File: config.mk
export PLATFORM = sky130hd
export DESIGN_NAME = fetch_stage_flat
export DESIGN_NICKNAME = d
export VERILOG_FILES = /design/src/rtl/mips_pkg.sv /design/src/rtl/fetch_stage_if.sv /design/src/rtl/if_id_register.sv /design/src/rtl/fetch_stage.sv /design/src/flat_wrapper.sv
export SDC_FILE = /design/constraint.sdc
export NUM_CORES = 1
export LEC_CHECK = 0
export ABC_AREA = 1
export CAP_MARGIN = 20
export CORE_MARGIN = 4
export CORE_UTILIZATION = 40
export DETAILED_ROUTE_END_ITERATION = 12
export PLACE_DENSITY = 0.69
export SLEW_MARGIN = 20
export SYNTH_ARGS = -nofsm -noshare
export SYNTH_HDL_FRONTEND = slang
export SYNTH_SLANG_ARGS = --single-unit
File: constraint.sdc
create_clock -name CLK -period 10.7 [get_ports CLK]
set_clock_uncertainty 0.05 [all_clocks]
set_input_delay 2.675 -clock CLK [delete_from_list [all_inputs] [get_ports CLK]]
set_output_delay 2.675 -clock CLK [all_outputs]
set_load 0.03 [all_outputs]
File: src/rtl/mips_pkg.sv
// Shared MIPS core definitions: datapath width, reset vector, nop encoding
// and the next-PC source encoding driven by decode.
package mips_pkg;

  localparam int          WIDTH     = 32;
  localparam logic [31:0] RESET_PC  = 32'h0000_0000;
  localparam logic [31:0] NOP_INSTR = 32'h0000_0000;  // sll $0,$0,0

  // bit1 = jump, bit0 = branch taken; 2'b11 resolves to jump
  typedef enum logic [1:0] {
    PCSRC_SEQ    = 2'b00,
    PCSRC_BRANCH = 2'b01,
    PCSRC_JUMP   = 2'b10
  } pcsrc_e;

endpackage

File: src/rtl/fetch_stage_if.sv
// Fetch-stage bus: decode/hazard/imem side is the master, fetch stage the slave.
interface fetch_stage_if
  import mips_pkg::*;
#(
  parameter int WIDTH = mips_pkg::WIDTH
);
  logic [1:0]       PCSrcD;
  logic [WIDTH-1:0] PCBranchD;
  logic [WIDTH-1:0] PCJumpD;
  logic             StallF;
  logic             StallD;
  logic [WIDTH-1:0] InstrF;
  logic [WIDTH-1:0] PCF;
  logic [WIDTH-1:0] InstrD;
  logic [WIDTH-1:0] PCPlus4D;
  logic             ValidD;
  logic [31:0]      FetchCount;

  modport master (
    output PCSrcD, PCBranchD, PCJumpD, StallF, StallD, InstrF,
    input  PCF, InstrD, PCPlus4D, ValidD, FetchCount
  );

  modport slave (
    input  PCSrcD, PCBranchD, PCJumpD, StallF, StallD, InstrF,
    output PCF, InstrD, PCPlus4D, ValidD, FetchCount
  );
endinterface

File: src/rtl/if_id_register.sv
// Generic pipeline register with enable (hold), synchronous flush and valid bit.
// Flushed/reset payload is all-zero, which decodes as a nop.
module if_id_register #(
  parameter int DW = 64
) (
  input  logic          clk,
  input  logic          rst,
  input  logic          en_i,
  input  logic          clr_i,
  input  logic [DW-1:0] d_i,
  output logic [DW-1:0] q_o,
  output logic          valid_o
);

  logic [DW-1:0] data_q;
  logic          valid_q;

  always_ff @(posedge clk or posedge rst) begin
    if (rst) begin
      data_q  <= '0;
      valid_q <= 1'b0;
    end else if (en_i) begin
      if (clr_i) begin
        data_q  <= '0;
        valid_q <= 1'b0;
      end else begin
        data_q  <= d_i;
        valid_q <= 1'b1;
      end
    end
  end

  assign q_o     = data_q;
  assign valid_o = valid_q;

endmodule

File: src/rtl/fetch_stage.sv
// MIPS instruction-fetch stage: PC register, next-PC select, IF/ID register
// and a count of PC advances since reset.
module fetch_stage
  import mips_pkg::*;
#(
  parameter int               WIDTH    = mips_pkg::WIDTH,
  parameter logic [WIDTH-1:0] RESET_PC = mips_pkg::RESET_PC[WIDTH-1:0]
) (
  input  logic          CLK,
  input  logic          RST,
  fetch_stage_if.slave  bus
);

  logic [WIDTH-1:0]   pc_q, pc_d;
  logic [WIDTH-1:0]   pcplus4_f;
  logic [31:0]        fetch_count_q, fetch_count_d;
  logic               redirect;
  logic [2*WIDTH-1:0] if_id_d, if_id_q;

  assign pcplus4_f = pc_q + WIDTH'(4);

  // A stalled decode stage must not act on its branch/jump yet
  always_comb begin
    redirect = (bus.PCSrcD != PCSRC_SEQ) && !bus.StallD;
    pc_d     = pcplus4_f;
    if (redirect) begin
      if (bus.PCSrcD[1]) pc_d = bus.PCJumpD;
      else               pc_d = bus.PCBranchD;
    end
  end

  assign fetch_count_d = fetch_count_q + 32'd1;

  always_ff @(posedge CLK or posedge RST) begin
    if (RST) begin
      pc_q          <= RESET_PC;
      fetch_count_q <= '0;
    end else if (!bus.StallF) begin
      pc_q          <= pc_d;
      fetch_count_q <= fetch_count_d;
    end
  end

  assign if_id_d = {bus.InstrF, pcplus4_f};

  if_id_register #(
    .DW (2*WIDTH)
  ) u_if_id (
    .clk     (CLK),
    .rst     (RST),
    .en_i    (!bus.StallD),
    .clr_i   (redirect),
    .d_i     (if_id_d),
    .q_o     (if_id_q),
    .valid_o (bus.ValidD)
  );

  assign bus.PCF        = pc_q;
  assign bus.InstrD     = if_id_q[2*WIDTH-1:WIDTH];
  assign bus.PCPlus4D   = if_id_q[WIDTH-1:0];
  assign bus.FetchCount = fetch_count_q;

endmodule

File: src/flat_wrapper.sv
// flat-port wrapper written by rule: the top's interface ports become plain ports
module fetch_stage_flat import mips_pkg::*;
#(
  parameter int               WIDTH    = mips_pkg::WIDTH,
  parameter logic [WIDTH-1:0] RESET_PC = mips_pkg::RESET_PC[WIDTH-1:0]
)
  (CLK, RST, bus_PCSrcD, bus_PCBranchD, bus_PCJumpD, bus_StallF, bus_StallD, bus_InstrF, bus_PCF, bus_InstrD, bus_PCPlus4D, bus_ValidD, bus_FetchCount);
  fetch_stage_if #(.WIDTH(WIDTH)) bus_i ();
  input  logic CLK;
  input  logic RST;
  input wire logic [$bits(bus_i.PCSrcD)-1:0] bus_PCSrcD;
  input wire logic [$bits(bus_i.PCBranchD)-1:0] bus_PCBranchD;
  input wire logic [$bits(bus_i.PCJumpD)-1:0] bus_PCJumpD;
  input wire logic [$bits(bus_i.StallF)-1:0] bus_StallF;
  input wire logic [$bits(bus_i.StallD)-1:0] bus_StallD;
  input wire logic [$bits(bus_i.InstrF)-1:0] bus_InstrF;
  output wire logic [$bits(bus_i.PCF)-1:0] bus_PCF;
  output wire logic [$bits(bus_i.InstrD)-1:0] bus_InstrD;
  output wire logic [$bits(bus_i.PCPlus4D)-1:0] bus_PCPlus4D;
  output wire logic [$bits(bus_i.ValidD)-1:0] bus_ValidD;
  output wire logic [$bits(bus_i.FetchCount)-1:0] bus_FetchCount;
  assign bus_i.PCSrcD = bus_PCSrcD;
  assign bus_i.PCBranchD = bus_PCBranchD;
  assign bus_i.PCJumpD = bus_PCJumpD;
  assign bus_i.StallF = bus_StallF;
  assign bus_i.StallD = bus_StallD;
  assign bus_i.InstrF = bus_InstrF;
  assign bus_PCF = bus_i.PCF;
  assign bus_InstrD = bus_i.InstrD;
  assign bus_PCPlus4D = bus_i.PCPlus4D;
  assign bus_ValidD = bus_i.ValidD;
  assign bus_FetchCount = bus_i.FetchCount;
  fetch_stage #(.WIDTH(WIDTH), .RESET_PC(RESET_PC)) u_core (.CLK(CLK), .RST(RST), .bus(bus_i));
endmodule
==> run summary, run 1 <==
========================================================================================================
VDD IR max                                                                                      128.6 µV
Critical Path Max Stage Delay                                                                     470 ps
Minimum setup slack in the final design                                                          5995 ps
Buffering stage count on the worst path with inverters included                                        4
Cell seen most often among critical-path stages                                             sky130_fd_sc_hd__inv_1
Initial detailed-routing violation count                                                             381
Worst hold margin                                                                               424.0 ps
Initial standard-cell utilization of the core                                                     41.34%
Cell area power density                                                                     173.0 nW/µm²
Final hold violation count                                                                             0
Path type of the worst min-delay path                                                            reg2reg
Pin count of the biggest net entering global routing                                                  71
Remaining design rule violation count                                                                  0
Switching part of the total                                                                       31.79%
Fraction of power consumed by the clock network                                                    36.3%
Die width                                                                                       137.1 µm
Portion of total power attributed to combinational logic                                           26.5%
Post-DP HPWL                                                                                    14710 µm
Maximum fanout along the worst path                                                                   39
Avg Synthesized Cell Area                                                                      7.911 µm²
Num CTS Buffers                                                                                       17
Design internal power                                                                           1.152 mW
Maximum clock frequency                                                                       0.2126 GHz
Setup repair after global routing missed its margin                                                   no
Sinks on Clock Net                                                                                   129
Top-level I/O count                                                                                  231
CP Capture Type                                                                                flip-flop
Wire length of the first global-routing pass                                                    32450 µm
Fraction of power consumed by sequential logic                                                     37.2%
Met3 usage in global routing                                                                      5.662%
Row cnt                                                                                               46
Quantity of hold-fixing buffers added after cts                                                        0
Post-layout min period                                                                           4705 ps
Category of the critical setup timing path                                                        in2reg
Async SR Flop Fraction                                                                            100.0%
Area of combinational cells with multiple inputs                                                3078 µm²
Number of pins exceeding their max-slew limit in the final report                                      0
Kind of start point of the critical path                                                    primary input
WP data arrival                                                                                  4960 ps
Maximum count of clock buffers along a single path                                                     2
Fraction of the cycle the final worst path needs                                                  43.97%
Share of layout cells above drive strength 1                                                      5.566%
Count of flip-flops with a built-in enable after synthesis                                             0
Antenna violations before repair                                                                       0
Finish-stage setup viols                                                                               0
First-pass iteration count of the detailed router                                                      5
Largest cells by area after synthesis                                                       sky130_fd_sc_hd__dfrtp_1, sky130_fd_sc_hd__nand2_1, sky130_fd_sc_hd__nand3_1
Post-CTS setup buffer count                                                                            0
Clock tree from TritonCTS                                                                          built
Fraction of the yosys area taken by sequential cells                                              48.46%
Top cells by instance count after synthesis                                                 sky130_fd_sc_hd__nand2_1, sky130_fd_sc_hd__dfrtp_1, sky130_fd_sc_hd__nor2_1, sky130_fd_sc_hd__nand3_1, sky130_fd_sc_hd__inv_1
Chip height                                                                                     137.1 µm
Count of antenna diodes in the layout                                                                  0
Total detailed-routing wirelength                                                               20170 µm
Switching power total                                                                          0.5368 mW
Rel. slew slack                                                                                   40.84%
Number of nets produced by synthesis                                                                 946
RD Place Congestion                                                                               0.8884
Number of levels in the clock H-tree                                                                   4
Library cell with the largest summed area after synthesis                                   sky130_fd_sc_hd__dfrtp_1
Required time worst endpoint                                                                    10950 ps
Via count of the first global-routing pass                                                          6337
Nets@finish                                                                                         1171
Pre-CTS setup slack                                                                              5631 ps
Met1 routing resource usage after global routing                                                  29.93%
Fin Setup TNS                                                                                       0 ps
Cell count after synthesis                                                                           842
Leakage Power                                                                                   4.437 nW
Ys Warns                                                                                               0
Status                                                                                      complete, no violations
Synthesized cell area                                                                           6661 µm²
Max-cap violations                                                                                     0
Area overhead of the layout relative to synthesis                                                 46.56%
Count of filler cells inserted in the layout                                                        1470
Critical path cell sequence                                                                 clkdlybuf4s50_1, buf_4, inv_1, o21ai_2, inv_1, nand3_1, nand2_1
Number of unique standard cell types used by synthesis                                                36
Routed wire length per instance                                                                 15.59 µm
Most used DFF post-synth                                                                    sky130_fd_sc_hd__dfrtp_1
Antenna Violating Nets Remaining                                                                       0
Top Family by Delay on Critical Path                                                        buffers and inverters
Placeable core area                                                                            16120 µm²
Post-CTS clock slew at the launch and capture registers of the worst setup and hold paths          50 ps
Total congestion overflow                                                                              0
Critical Path Slowest Stage Cell                                                            sky130_fd_sc_hd__clkdlybuf4s50_1
Met2 Use GR                                                                                       34.74%
Total via count in the routed design                                                                6469
Worst-skew pair later-pin latency                                                                 420 ps
Top-count cell post-synth                                                                   sky130_fd_sc_hd__nand2_1
Die footprint                                                                                  18780 µm²
Area share of the largest cell type after synthesis                                               48.46%
Cell chosen for the clock root                                                              sky130_fd_sc_hd__clkbuf_16
Port bufs                                                                                            230
CTS resizes                                                                                            0
Flip-flop and latch area                                                                        3228 µm²
Via count normalized by instance count                                                             4.999
Overall global routing resource usage                                                             22.06%
Peak-usage layer in the global routing report                                                       met2
Slew at the pin closest to its max-slew limit                                                   887.3 ps
Register bit total from synthesis                                                                    129
========================================================================================================
-- worst paths after layout --
check                      slack, ps                               start                               endpoint  cells past startpoint
setup / recovery                6000                          bus_StallF         u_core.bus.PCF[19]$_DFFE_PP0N_                      7
hold / removal                   420  u_core.u_if_id.valid_o$_DFFE_PP0N_     u_core.u_if_id.valid_o$_DFFE_PP0N_                      2
setup reg to reg                8850       u_core.bus.PCF[2]$_DFFE_PP0N_         u_core.bus.PCF[18]$_DFFE_PP0N_                      8
hold reg to reg                  420  u_core.u_if_id.valid_o$_DFFE_PP0N_     u_core.u_if_id.valid_o$_DFFE_PP0N_                      2
max in group asynchronous       6550                                 RST     u_core.u_if_id.q_o[21]$_DFFE_PP0N_                      3
min in group asynchronous       2680                                 RST  u_core.bus.FetchCount[15]$_DFFE_PP0N_                      2
-- routing by layer --
metal  part of all wire [%]  vias to the layer above  routed length (µm)
met1                     45                     2990                9108
met4                    1.4                        0                 287
met2                     45                      257                9104
met5                      0                        -                   0
li1                       -                     3198                   -
met3                    8.3                       24                1674
-- metrics by stage --
stage	instance area (µm²)	std cells	power (mW)	util [%]
2_1_floorplan	6661	842	0.8657	-
3_5_place_dp	9143	1264	1.085	56.73
3_3_place_gp	9140	1264	1.080	56.72
5_1_grt	9763	1294	1.770	60.58
6_report	9763	1294	1.689	60.58
4_1_cts	9763	1294	1.706	60.58
-- cell usage in the layout, fill, tap and decap left out, types with 5 or more instances in the layout --
cell type	count
sky130_fd_sc_hd__buf_4	5
sky130_fd_sc_hd__o21ai_0	10
sky130_fd_sc_hd__clkbuf_16	17
sky130_fd_sc_hd__mux2i_1	5
sky130_fd_sc_hd__a21oi_1	48
sky130_fd_sc_hd__nor2_2	6
sky130_fd_sc_hd__xnor2_1	11
sky130_fd_sc_hd__dfrtp_1	129
sky130_fd_sc_hd__xor2_1	22
sky130_fd_sc_hd__nand2_1	304
sky130_fd_sc_hd__a22o_1	33
sky130_fd_sc_hd__nor2_1	72
sky130_fd_sc_hd__inv_1	57
sky130_fd_sc_hd__nor2_4	9
sky130_fd_sc_hd__nand4_1	8
sky130_fd_sc_hd__nand3_1	62
sky130_fd_sc_hd__clkdlybuf4s50_1	229
sky130_fd_sc_hd__nor3_1	5
-- power by group through the flow --
stage	clock network (mW)	logic (mW)	registers, mW
2_1_floorplan	0	0.127	0.739
3_3_place_gp	0	0.447	0.634
3_5_place_dp	0	0.450	0.635
4_1_cts	0.625	0.453	0.628
5_1_grt	0.648	0.483	0.639
6_report	0.613	0.447	0.628
-- tightest hold or removal path: cells and delay by family, from the launching register on --
family           cells  cell delay, ps
AND/OR/NAND/NOR      2             100
flip-flops           1             330
-- final cells by class --
| class | count | area share [%] |
|---|---|---|
| flip-flops and latches | 129 | 33.06 |
| repair buffers | 235 | 23.91 |
| clock inverters | 5 | 1.282 |
| well taps | 216 | 2.768 |
| inverters | 61 | 2.371 |
| clock buffers | 25 | 5.075 |
| multi-input cells | 623 | 31.53 |
-- cells by family (layout without fill, tap and decap cells) --
group | after synthesis | after routing | share of synthesized area (%)
fa+ha+maj | 2 | 2 | 0.3756
compound gates | 103 | 103 | 10.03
xor+xnor | 33 | 33 | 4.339
mux | 5 | 5 | 0.7513
buf+inv | 90 | 326 | 5.447
simple gates | 480 | 480 | 30.60
flops | 129 | 129 | 48.46
-- sequential cells by signal, summed over array words and instances, names as in the netlist --
name and cells:
u_core.bus.FetchCount 32, u_core.bus.PCF 32, u_core.u_if_id.valid_o 1, u_core.u_if_id.q_o 64
Power figures use the tool's default switching activity.
==> run 2: changes to the inputs <==
Settings changed: PLACE_DENSITY 0.69 to 0.72.
Clock period 10.7 ns to 4.2 ns, I/O delays scaled along.
==> run 2 against run 1 <==
  * Worst hold slack better by 1.5 ps
  * Via count down 0.28%
  * Wire length up 2.7%
  * Cell area about the same
  * Register-to-register slack worse by 6500 ps
  * Global-route usage down 0.13 points
  * Combinational power rose to 2.6 times the previous value
  * Core utilization up 0.054 points
  * Sequential share of layout area about the same
  * Final cell count up 0.31%
  * Critical path type is now reg2out
  * Largest cell class unchanged
  * Largest power group unchanged
==> run summary, run 2 (synthesis results as in run 1) <==
========================================================================================================
Remaining design rule violation count                                                                  0   unchanged
Antenna Violating Nets Remaining                                                                       0   unchanged
Critical path cell sequence                                                                 clkdlybuf4s50_1
Antenna violations before repair                                                                       0   unchanged
Die width                                                                                       137.1 µm   unchanged
Area overhead of the layout relative to synthesis                                                 46.69%   about the same
Portion of total power attributed to combinational logic                                           27.4%   +0.9 points
Number of pins exceeding their max-slew limit in the final report                                      0   unchanged
Setup repair after global routing missed its margin                                                   no
Sinks on Clock Net                                                                                   129   unchanged
Flip-flop and latch area                                                                        3228 µm²   unchanged
Post-CTS clock slew at the launch and capture registers of the worst setup and hold paths          50 ps   about the same
Chip height                                                                                     137.1 µm   unchanged
Post-CTS setup buffer count                                                                            0   unchanged
Critical Path Max Stage Delay                                                                     750 ps   +280 ps
Design internal power                                                                           2.791 mW   +140%
Routed wire length per instance                                                                 15.97 µm   +2.4%
Initial detailed-routing violation count                                                             361   -5.2%
Number of levels in the clock H-tree                                                                   4   unchanged
WP data arrival                                                                                  1660 ps   -3300 ps
Finish-stage setup viols                                                                               0   unchanged
Pin count of the biggest net entering global routing                                                  58   -18%
Share of layout cells above drive strength 1                                                      6.192%   +0.63 points
Post-DP HPWL                                                                                    15550 µm   +5.7%
Max FFs per register                                                                                  64   unchanged
VDD IR max                                                                                      320.7 µV   +150%
Switching part of the total                                                                       33.71%   +1.9 points
Category of the critical setup timing path                                                       reg2out
Total via count in the routed design                                                                6451   -0.28%
Nets@finish                                                                                         1173   +0.17%
Quantity of hold-fixing buffers added after cts                                                        0   unchanged
Die footprint                                                                                  18780 µm²   unchanged
Maximum fanout along the worst path                                                                    7   -82%
Minimum setup slack among reg-to-reg paths                                                       2350 ps   -6500 ps
Top Family by Delay on Critical Path                                                        buffers and inverters
Placeable core area                                                                            16120 µm²   unchanged
Critical Path Slowest Stage Cell                                                            sky130_fd_sc_hd__clkdlybuf4s50_1
Switching power total                                                                           1.419 mW   +160%
Reg-to-reg critical path startpoint                                                         u_core.bus.PCF[2]$_DFFE_PP0N_
Kind of start point of the critical path                                                       flip-flop
Rel. slew slack                                                                                   44.20%   +3.4 points
Clock tree from TritonCTS                                                                          built
Most common cell after layout, fill and taps aside                                          sky130_fd_sc_hd__nand2_1
Status                                                                                      complete, no violations
Maximum count of clock buffers along a single path                                                     2   unchanged
Slew at the pin closest to its max-slew limit                                                   831.9 ps   -55.48 ps
Cell chosen for the clock root                                                              sky130_fd_sc_hd__clkbuf_16
Total detailed-routing wirelength                                                               20730 µm   +2.7%
Fraction of power consumed by the clock network                                                    34.7%   -1.6 points
Launch point of the worst hold path                                                         u_core.u_if_id.q_o[0]$_DFFE_PP0N_
Num CTS Buffers                                                                                       17   unchanged
Wire length of the first global-routing pass                                                    32120 µm   -1.0%
Max-cap violations                                                                                     0   unchanged
Top-level I/O count                                                                                  231   unchanged
Fraction of power consumed by sequential logic                                                     37.9%   +0.7 points
Via count normalized by instance count                                                             4.970   -0.59%
Fraction of the cycle the final worst path needs                                                  65.62%
Total congestion overflow                                                                              0   unchanged
Count of antenna diodes in the layout                                                                  0   unchanged
Required time worst endpoint                                                                     3100 ps   -7850 ps
First-pass iteration count of the detailed router                                                      5   unchanged
Cell area power density                                                                     430.8 nW/µm²   +150%
Path type of the worst min-delay path                                                            reg2reg
CP Capture Type                                                                               output pin
RD Place Congestion                                                                               0.9333   +5.1%
Worst hold stages                                                                                      2   unchanged
Commonest non-fill, non-tap cells in the layout                                             sky130_fd_sc_hd__nand2_1, sky130_fd_sc_hd__clkdlybuf4s50_1, sky130_fd_sc_hd__dfrtp_1, sky130_fd_sc_hd__nor2_1, sky130_fd_sc_hd__nand3_1
Worst-skew pair later-pin latency                                                                 420 ps   about the same
Via count of the first global-routing pass                                                          6103   -3.7%
Initial standard-cell utilization of the core                                                     41.34%   unchanged
Buffering stage count on the worst path with inverters included                                        1   -3
Share of the core filled with cells                                                               60.64%   about the same
Overall global routing resource usage                                                             21.93%   -0.13 points
CTS resizes                                                                                            0   unchanged
Leakage Power                                                                                   4.420 nW   -0.38%
Row cnt                                                                                               46   unchanged
Total number of cells along the worst setup path                                                       1   -6
Start point of the critical path                                                            u_core.bus.FetchCount[2]$_DFFE_PP0N_
Post-layout min period                                                                           2756 ps
Maximum clock frequency                                                                       0.3628 GHz
Fin Setup TNS                                                                                       0 ps   unchanged
Final hold violation count                                                                             0   unchanged
Count of filler cells inserted in the layout                                                        1442   -1.9%
FF-to-FF path depth                                                                                    8   unchanged
Area of combinational cells with multiple inputs                                                3075 µm²   about the same
Port bufs                                                                                            230   unchanged
========================================================================================================
[run 2: changes by cell type in the layout (fill, tap and decap cells not counted), sizes merged]
cell / delta
buf: +2
clkinvlp: +7
bufinv: -2
clkbuf: -6
inv: -1
clkinv: +4
[run 2: stage by stage]
step	instance area [µm²]	instances	hold slack [ps]	power [mW]	setup WS [ps]
after floorplan	6665	842	600.4	2.206	1505
after global placement	9181	1266	408.2	2.761	1141
after detailed placement	9181	1266	414.3	2.775	1120
after CTS	9772	1298	427.6	4.249	1422
after global routing	9772	1298	454.5	4.400	1346
final	9772	1298	425.5	4.209	1444
[run 2: area by class of cell]
type	count	area share [%]
inverters	61	2.382
clock buffers	19	4.635
multi-input cells	623	31.47
well taps	216	2.766
flip-flops and latches	129	33.03
clock inverters	13	1.408
repair buffers	237	24.30
[run 2: path summary, 6_finish.rpt]
kind                                                          to
setup / recovery                               bus_FetchCount[2]
hold / removal                 u_core.u_if_id.q_o[0]$_DFFE_PP0N_
min in group asynchronous  u_core.bus.FetchCount[12]$_DFFE_PP0N_
max in group asynchronous         u_core.bus.PCF[28]$_DFFE_PP0N_
hold reg to reg                u_core.u_if_id.q_o[0]$_DFFE_PP0N_
setup reg to reg                  u_core.bus.PCF[12]$_DFFE_PP0N_
[run 2: per-layer routing]
metal	vias to the layer above	global-route usage (%)	wire length [µm]
met5	-	0	0
met3	21	6.544	1943
met4	0	7.040	302
met2	272	34.99	9523
li1	3175	-	-
met1	2983	28.68	8955
[run 2: power groups by stage]
| stage | registers, mW | logic, mW | clock network, mW |
|---|---|---|---|
| after detailed placement | 1.61 | 1.16 | 0 |
| final | 1.59 | 1.15 | 1.46 |
| after floorplan | 1.88 | 0.324 | 0 |
| after global placement | 1.61 | 1.15 | 0 |
| after CTS | 1.59 | 1.17 | 1.49 |
| after global routing | 1.62 | 1.24 | 1.54 |
==> run 3: changes to the inputs <==
Clock period 4.2 ns to 2.3 ns, I/O delays scaled along.
==> run 3 against run 2 <==
  * Combinational power grew 85%
  * Sequential share of layout area down 0.29 points
  * Critical path depth is the same
  * Worst hold slack got worse by 3.2 ps
  * Register-to-register slack got worse by 1900 ps
  * Sequential power rose by 83%
  * Total power is 79% higher
  * Core utilization grew 0.54 points
  * Clock power grew 71%
  * Die area did not move
  * Final cell count up 0.69%
  * Critical endpoint is now bus_FetchCount[0]
==> run summary, run 3 (synthesis results as in run 1) <==
========================================================================================================
Path type of the worst min-delay path                                                           in2async
Total congestion overflow                                                                              0   unchanged
Post-DP HPWL                                                                                    15600 µm   +0.34%
Die footprint                                                                                  18780 µm²   unchanged
Rel. slew slack                                                                                   59.53%   +15 points
Top Family by Delay on Critical Path                                                        buffers and inverters
Pin count of the biggest net entering global routing                                                  56   -3.4%
Critical Path Slowest Stage Cell                                                            sky130_fd_sc_hd__clkdlybuf4s50_1
Minimum setup slack among reg-to-reg paths                                                        500 ps   -1850 ps
Post-CTS setup buffer count                                                                            0   unchanged
Maximum clock frequency                                                                       0.4435 GHz
Worst-skew pair later-pin latency                                                                 410 ps   about the same
Post-CTS clock slew at the launch and capture registers of the worst setup and hold paths          60 ps   about the same
Num CTS Buffers                                                                                       17   unchanged
Reg-to-reg critical path startpoint                                                         u_core.bus.PCF[2]$_DFFE_PP0N_
Most common cell after layout, fill and taps aside                                          sky130_fd_sc_hd__nand2_1
Count of antenna diodes in the layout                                                                  0   unchanged
Top-level I/O count                                                                                  231   unchanged
Post-Route M1 WL                                                                                 9341 µm   +4.3%
Category of the critical setup timing path                                                       reg2out
Initial standard-cell utilization of the core                                                     41.34%   unchanged
First-pass iteration count of the detailed router                                                      5   unchanged
Routed wire length per instance                                                                 15.73 µm   -1.5%
Critical path cell sequence                                                                 clkdlybuf4s50_1
Cell chosen for the clock root                                                              sky130_fd_sc_hd__clkbuf_16
Share of layout cells above drive strength 1                                                      6.691%   +0.50 points
Chip height                                                                                     137.1 µm   unchanged
Area overhead of the layout relative to synthesis                                                 48.01%
Required time worst endpoint                                                                     1670 ps   -1430 ps
Buffering stage count on the worst path with inverters included                                        1   unchanged
Critical Path Max Stage Delay                                                                     740 ps   about the same
Fin Setup TNS                                                                                       0 ps   unchanged
Port bufs                                                                                            230   unchanged
Routed wl met2                                                                                   9314 µm   -2.2%
CP Capture Type                                                                               output pin
Total detailed-routing wirelength                                                               20560 µm   -0.81%
Number of pins exceeding their max-slew limit in the final report                                      0   unchanged
Maximum count of clock buffers along a single path                                                     2   unchanged
Placeable core area                                                                            16120 µm²   unchanged
RD Place Congestion                                                                               0.8944   -4.2%
Number of standard cells in the final layout excluding fillers                                      1307   +0.69%
Via count normalized by instance count                                                             4.947   -0.46%
Via count of the first global-routing pass                                                          6198   +1.6%
Final hold violation count                                                                             0   unchanged
VDD IR max                                                                                      523.9 µV   +63%
Wire length of the first global-routing pass                                                    32740 µm   +1.9%
WP data arrival                                                                                  1630 ps   -30 ps
Leakage Power                                                                                   4.522 nW   +2.3%
Commonest non-fill, non-tap cells in the layout                                             sky130_fd_sc_hd__nand2_1, sky130_fd_sc_hd__clkdlybuf4s50_1, sky130_fd_sc_hd__dfrtp_1, sky130_fd_sc_hd__nor2_1, sky130_fd_sc_hd__nand3_1
Length of routed met3 wiring                                                                     1705 µm   -12%
Number of levels in the clock H-tree                                                                   4   unchanged
Initial detailed-routing violation count                                                             381   +5.5%
Total via count in the routed design                                                                6466   +0.23%
Maximum fanout along the worst path                                                                    5   -2
Start point of the critical path                                                            u_core.bus.FetchCount[0]$_DFFE_PP0N_
Max FFs per register                                                                                  64   unchanged
Sinks on Clock Net                                                                                   129   unchanged
Setup repair after global routing missed its margin                                                   no
Cells after DPL                                                                                     1275   +0.71%
Kind of start point of the critical path                                                       flip-flop
Slew at the pin closest to its max-slew limit                                                   607.0 ps   -224.9 ps
Cell area power density                                                                     763.9 nW/µm²   +77%
Clock tree from TritonCTS                                                                          built
Row cnt                                                                                               46   unchanged
Highest routed layer                                                                                met4
Antenna Violating Nets Remaining                                                                       0   unchanged
Finish-stage setup viols                                                                               0   unchanged
Remaining design rule violation count                                                                  0   unchanged
Status                                                                                      complete, no violations
Antenna violations before repair                                                                       0   unchanged
Overall global routing resource usage                                                             22.22%   +0.28 points
Fraction of the cycle the final worst path needs                                                  98.04%
Nets@finish                                                                                         1182   +0.77%
Post-layout min period                                                                           2255 ps
Die width                                                                                       137.1 µm   unchanged
Max-cap violations                                                                                     0   unchanged
========================================================================================================
## run 3: cell types whose count changed in the layout (fill, tap and decap cells not counted), moves of 2 or more
cell / change
sky130_fd_sc_hd__clkdlybuf4s50_1: -4
sky130_fd_sc_hd__buf_12: +4
sky130_fd_sc_hd__dlymetal6s2s_1: +4
sky130_fd_sc_hd__clkinvlp_4: -3
sky130_fd_sc_hd__clkbuf_1: +3
sky130_fd_sc_hd__buf_4: +5
sky130_fd_sc_hd__clkinv_2: +2
## run 3: metal layers
| metal | GRT usage [%] | up-vias |
|---|---|---|
| li1 | - | 3201 |
| met2 | 33.95 | 241 |
| met3 | 5.735 | 13 |
| met5 | 0 | - |
| met1 | 31.03 | 3011 |
| met4 | 6.874 | 0 |
## run 3: layout make-up
class	instances	area (µm²)
sequential	129	3228
clock buffer	22	464.2
timing repair buffer	246	2502
clock inverter	10	86.33
fill	1450	6256
inverter	61	232.7
tap	216	270.3
multi-input combinational	623	3075
## run 3: repair_timing
action | in CTS | in global routing
endpoints found under the setup margin | 0 | 4
hold buffers | 0 | 0
gates resized for setup | 0 | 4
## run 3: worst paths after layout
kind | endpoint | cells past startpoint
max in group asynchronous | u_core.u_if_id.q_o[57]$_DFFE_PP0N_ | 3
worst min register to register | u_core.u_if_id.q_o[27]$_DFFE_PP0N_ | 2
worst min-delay path | u_core.bus.FetchCount[17]$_DFFE_PP0N_ | 2
min in group CLK | u_core.u_if_id.q_o[27]$_DFFE_PP0N_ | 2
worst max register to register | u_core.bus.PCF[12]$_DFFE_PP0N_ | 8
worst max-delay path | bus_FetchCount[0] | 1
## run 3: power by group
| part | switching, mW | internal, mW |
|---|---|---|
| clock | 0.967 | 1.53 |
| sequential | 0.350 | 2.56 |
| combinational | 1.22 | 0.909 |
## run 3: through the flow
| step | setup WS [ps] | hold slack (ps) | utilization [%] | power [mW] | instance area [µm²] |
|---|---|---|---|---|---|
| finish | 45.12 | 422.3 | 61.18 | 7.532 | 9859 |
| global route | 2.654 | 444.2 | 61.18 | 7.899 | 9859 |
| CTS | 12.66 | 414.1 | 61.12 | 7.613 | 9849 |
| detailed placement | 69.69 | 416.1 | 57.70 | 5.085 | 9299 |
| global placement | 164.8 | 415.6 | 57.70 | 5.064 | 9299 |
| floorplan | 79.77 | 600.4 | - | 4.028 | 6665 |
